File: src/rtl/mul_seq_nxn.sv
// rtl/mul_seq_nxn.sv - sequential shift-add multiplier, WIDTH x WIDTH -> 2*WIDTH
//
// Purpose:
//    Computes a full-precision product over WIDTH iterations of a shift-add
//    loop, using a start/done handshake. A new multiply can be accepted in
//    the DONE cycle, giving one product every WIDTH+1 cycles.
//
// Ports:
//    clk        clock, rising edge
//    rst        synchronous active-high reset
//    start      request a multiply (ignored while busy)
//    a          multiplier, sampled with start
//    b          multiplicand, sampled with start
//    sign_mode  two's-complement operands (only with MUL_SIGNED_EN)
//    busy       multiply in progress
//    done       one-cycle pulse, result valid
//    result     registered product, held until the next completion
//
// Configuration:
//    MUL_SIGNED_EN  when defined, adds sign_mode and signed multiplication.

module mul_seq_nxn #(
   parameter int WIDTH = 6
) (
   input  logic                 clk,
   input  logic                 rst,
   input  logic                 start,
   input  logic [WIDTH-1:0]     a,
   input  logic [WIDTH-1:0]     b,
`ifdef MUL_SIGNED_EN
   input  logic                 sign_mode,
`endif
   output logic                 busy,
   output logic                 done,
   output logic [2*WIDTH-1:0]   result
);

   localparam int CNT_W = $clog2(WIDTH) + 1;

   typedef enum logic [1:0] {
      IDLE = 2'd0,
      RUN  = 2'd1,
      DONE = 2'd2
   } state_t;

   state_t state, state_next;

   // acc[2W] is the carry bit, acc[2W-1:W] the upper half, acc[W-1:0]
   // starts as the multiplier and is consumed one bit per iteration.
   logic [2*WIDTH:0]   acc;
   logic [2*WIDTH:0]   acc_next;
   logic [WIDTH-1:0]   mcand;
   logic [CNT_W-1:0]   cnt;
   logic [WIDTH:0]     upper_sum;
   logic               load;
   logic               last_iter;
   logic               neg;
   logic [WIDTH-1:0]   a_load;
   logic [WIDTH-1:0]   b_load;
   logic               neg_load;

   // Operand conditioning at load time. The signed build loads magnitudes
   // and remembers whether the final product must be negated; the most
   // negative value maps to 2^(WIDTH-1), which still fits unsigned.
`ifdef MUL_SIGNED_EN
   always_comb begin
      a_load   = a;
      b_load   = b;
      neg_load = 1'b0;
      if (sign_mode) begin
         if (a[WIDTH-1]) a_load = ~a + 1'b1;
         if (b[WIDTH-1]) b_load = ~b + 1'b1;
         neg_load = a[WIDTH-1] ^ b[WIDTH-1];
      end
   end
`else
   always_comb begin
      a_load   = a;
      b_load   = b;
      neg_load = 1'b0;
   end
`endif

   // One shift-add step. The carry bit is always 0 before the add because
   // the previous shift moved a zero into it, so the (W+1)-bit sum cannot
   // overflow.
   always_comb begin
      upper_sum = acc[2*WIDTH:WIDTH] + (acc[0] ? {1'b0, mcand} : '0);
      acc_next  = {1'b0, upper_sum, acc[WIDTH-1:1]};
   end

   assign last_iter = (state == RUN) && (cnt == CNT_W'(WIDTH - 1));

   // State register
   always_ff @(posedge clk) begin
      if (rst) state <= IDLE;
      else     state <= state_next;
   end

   // Next-state and handshake outputs; outputs depend on state only.
   always_comb begin
      state_next = state;
      load       = 1'b0;
      busy       = 1'b0;
      done       = 1'b0;
      case (state)
         IDLE: begin
            if (start) begin
               load       = 1'b1;
               state_next = RUN;
            end
         end
         RUN: begin
            busy = 1'b1;
            if (last_iter) state_next = DONE;
         end
         DONE: begin
            done = 1'b1;
            if (start) begin
               load       = 1'b1;
               state_next = RUN;
            end
            else begin
               state_next = IDLE;
            end
         end
         default: state_next = IDLE;
      endcase
   end

   // Datapath
   always_ff @(posedge clk) begin
      if (rst) begin
         acc    <= '0;
         mcand  <= '0;
         cnt    <= '0;
         neg    <= 1'b0;
         result <= '0;
      end
      else begin
         if (load) begin
            acc   <= {{(WIDTH+1){1'b0}}, a_load};
            mcand <= b_load;
            cnt   <= '0;
            neg   <= neg_load;
         end
         else if (state == RUN) begin
            acc <= acc_next;
            cnt <= cnt + 1'b1;
         end

         // Result is captured only on the edge that enters DONE.
         if (last_iter) begin
            if (neg) result <= ~acc_next[2*WIDTH-1:0] + 1'b1;
            else     result <= acc_next[2*WIDTH-1:0];
         end
      end
   end

endmodule

File: config.mk
export PLATFORM = sky130hd
export DESIGN_NAME = mul_seq_nxn
export DESIGN_NICKNAME = d
export VERILOG_FILES = /design/src/rtl/mul_seq_nxn.sv
export SDC_FILE = /design/constraint.sdc
export NUM_CORES = 1
export LEC_CHECK = 0
export ABC_AREA = 1
export CORE_ASPECT_RATIO = 1.25
export CORE_UTILIZATION = 52
export CTS_CLUSTER_DIAMETER = 100
export DETAILED_ROUTE_END_ITERATION = 7
export GPL_TIMING_DRIVEN = 0
export PLACE_DENSITY = 0.78
export SLEW_MARGIN = 25
export SYNTH_ARGS = -nofsm -noshare
export SYNTH_HDL_FRONTEND = slang
export SYNTH_SLANG_ARGS = --single-unit
File: constraint.sdc
create_clock -name clk -period 2.1 [get_ports clk]
set_input_delay 0.525 -clock clk [delete_from_list [all_inputs] [get_ports clk]]
set_output_delay 0.525 -clock clk [all_outputs]
set_load 0.02 [all_outputs]
==> impl_metrics.tcl, run 1 <==
set metrics [dict create \
    num_vias 1452 \
    post_cts_buffers 0 \
    cts.htree.levels 2 \
    min_period_ps 2000 \
    worst-slew-pin-transition_ps 416 \
    cts_sinks 36 \
    hold_path.class "reg2reg" \
    yosysWarnings 0 \
    postRouteAntennaNets 0 \
    coreArea_um2 3190 \
    clkPwrFrac_pct 39.5 \
    finClkSkew_ps 4.28 \
    fmax_mhz 499 \
    outcome "completed" \
    pin_count 29 \
    grt_pass1_wl_mm 5.55 \
    timing.final.crit_share_pct 95.4 \
    synth_area_leaders "dfxtp_1, inv_1, nor2_1" \
    syn_area_per_cell_um2 7.82 \
    nNetsFinal 279 \
    cts_tree "done" \
    pwr-share-comb_pct 11.9 \
    synth-seq-area-share_pct 41.9 \
    avgRoutedWirePerCell_um 11.4 \
    die_w_um 53.4 \
    hpwl_mm 2.50 \
    worstSkewPairLatency_ps 290 \
    rsz0062_at_grt "false" \
    dieHeight_um 66.3 \
    crit_slowest_cell "dfxtp_1" \
    p_total_uw 1510 \
    drt_drc_violations_left 0 \
    yosysTopAreaCell "dfxtp_1" \
    p_int_uw 1140 \
    switching_power_uw 370 \
    synth_cell_types 29 \
    synth_area_um2 1720 \
    drive_gt1_share_pct 11.7 \
    n_antenna_cell 0 \
    num_rows 23 \
    path_cells "nand2_2, inv_2, buf_2, clkdlybuf4s15_1" \
    gp_congestion 0.802 \
    critPathMaxStageDelay_ps 360 \
    areaGrowthSynthToFinish_pct 25.2 \
    grtUsageTotal_pct 22.2 \
    synth_top_area_share_pct 41.9 \
    start_util_pct 53.9 \
    clockBufferDepth 2 \
    drt_iter0_markers 35 \
    antenna_found_initial 0 \
    endpoint_kind "output port" \
    hold_ws_ps 484 \
    max_slew_margin_pct 72.2 \
    dieArea_um2 3540 \
    grt_max_degree 12 \
    seq_power_share_pct 48.6 \
    setup-tns-final_ps 0 \
    routed_wl_mm 3.35 \
    synthCells 220 \
    maxSlewViolCount 0 \
    synth-seq-cells 36 \
    startpoint_type "register" \
    hold_viol 0 \
    p_sw_share_pct 24.5 \
    via_per_inst 4.96 \
    drv_cap 0 \
    cts_buffers 5 \
    mappedNetlistNets 244 \
    cts_root_buffer "clkbuf_8" \
    worstPathMaxFanout 10 \
    clk_pin_slew_ps 70 \
    required_ps 1570 \
    finalSetupViolations 0 \
    crit_type "reg2out" \
    crit_arrival_ps 1480 \
    grt_pass1_vias 1292 \
    irDropWorstVdd_mv 0.633 \
    first_pass_iters 4 \
    grt_overflow 0 \
    p_leak_uw 0.00101 \
    io_buffers 28 \
    powerDensity_nw_per_um2 701 \
]
worst paths after layout:
kind,depth (start not counted),start,to,slack [ps]
worst min-delay path,2,mcand[4],mcand[4],480
worst max-delay path,4,state[0],busy,100
worst min register to register,2,mcand[4],mcand[4],480
worst max register to register,11,acc[0],acc[9],270
registers in the layout (all words and copies together) (netlist names):
name and cells:
acc 12, result 12, mcand 6, cnt 4, state 2
timing repair:
action	CTS	global route
setup endpoints to repair	1	1
resized for setup	1	1
cloned	0	0
hold buffers	0	0
layer usage:
layer  wire [um]  GRT usage (%)
met5           0              0
met4          68           9.87
met3         156           6.21
met2        1640           38.8
met1        1480           24.1
cells in the final DEF, fill, tap and decap left out:
cell type and n:
a211oi_1 2, a211oi_2 1, a21o_1 1, a21oi_1 7, a21oi_2 7, a221oi_1 4
a221oi_2 1, buf_2 3, buf_4 1, buf_8 2, bufinv_16 1, clkbuf_1 2
clkbuf_8 5, clkdlybuf4s15_1 1, clkdlybuf4s50_1 27, clkinv_2 1, dfxtp_1 36, fa_1 1
ha_1 8, inv_1 37, inv_2 2, inv_4 1, nand2_1 24, nand2_2 3
nand2_4 1, nand3_1 14, nand4_1 1, nor2_1 32, nor2_4 1, o211ai_1 2
o21ai_0 16, o21ai_1 8, xnor2_1 2, xor2_1 1
stage by stage:
step                utilization, %  worst slack (ps)  cell area, um^2  instances
floorplan                        -               498             1720        220
global placement              64.1               120             2050        285
detailed placement            64.1               111             2050        285
CTS                           67.4              58.7             2150        293
global route                  67.5              7.99             2150        293
finish                        67.5              97.5             2150        293
cells in the mapped netlist, drive strengths merged:
cell / n
a211oi: 3
a21o: 1
a21oi: 14
a221oi: 5
buf: 6
clkbuf: 1
dfxtp: 36
fa: 1
ha: 8
inv: 40
nand2: 28
nand3: 14
nand4: 1
nor2: 33
o211ai: 2
o21ai: 24
xnor2: 2
xor2: 1
final cells by class:
| class | count | area, um^2 |
|---|---|---|
| timing repair buffer | 28 | 280 |
| tap | 37 | 46.3 |
| sequential | 36 | 721 |
| fill | 273 | 1040 |
| multi-input combinational | 137 | 791 |
| inverter | 40 | 153 |
| clock inverter | 2 | 35.0 |
| buffer | 7 | 56.3 |
| clock buffer | 6 | 72.6 |
critical path: cells and delay by family (launching register included):
family | cells | cell delay (ps)
AND/OR/NAND/NOR | 1 | 120
flip-flops | 1 | 360
buffers and inverters | 3 | 700
cell families (layout without fill, tap and decap cells):
logic type	Yosys count	after routing	synth area share, %
simple gates	76	76	19.1
fa+ha+maj	9	9	6.98
buf+inv	47	83	12.1
compound gates	49	49	18.4
flops	36	36	41.9
xor+xnor	3	3	1.53
power by group through the flow:
| stage | Sequential (uW) | Clock, uW | Combinational [uW] |
|---|---|---|---|
| global placement | 749 | 0 | 178 |
| global route | 738 | 635 | 205 |
| finish | 735 | 597 | 180 |
| floorplan | 745 | 0 | 121 |
| CTS | 735 | 610 | 181 |
| detailed placement | 750 | 0 | 180 |
Power figures use the tool's default switching activity.
==> run 2, diff against run 1 <==
TNS_END_PERCENT = 10   (was not set)
==> results of run 2 <==
Same layout as run 1: the final DEF is identical, and so are final timing and power.
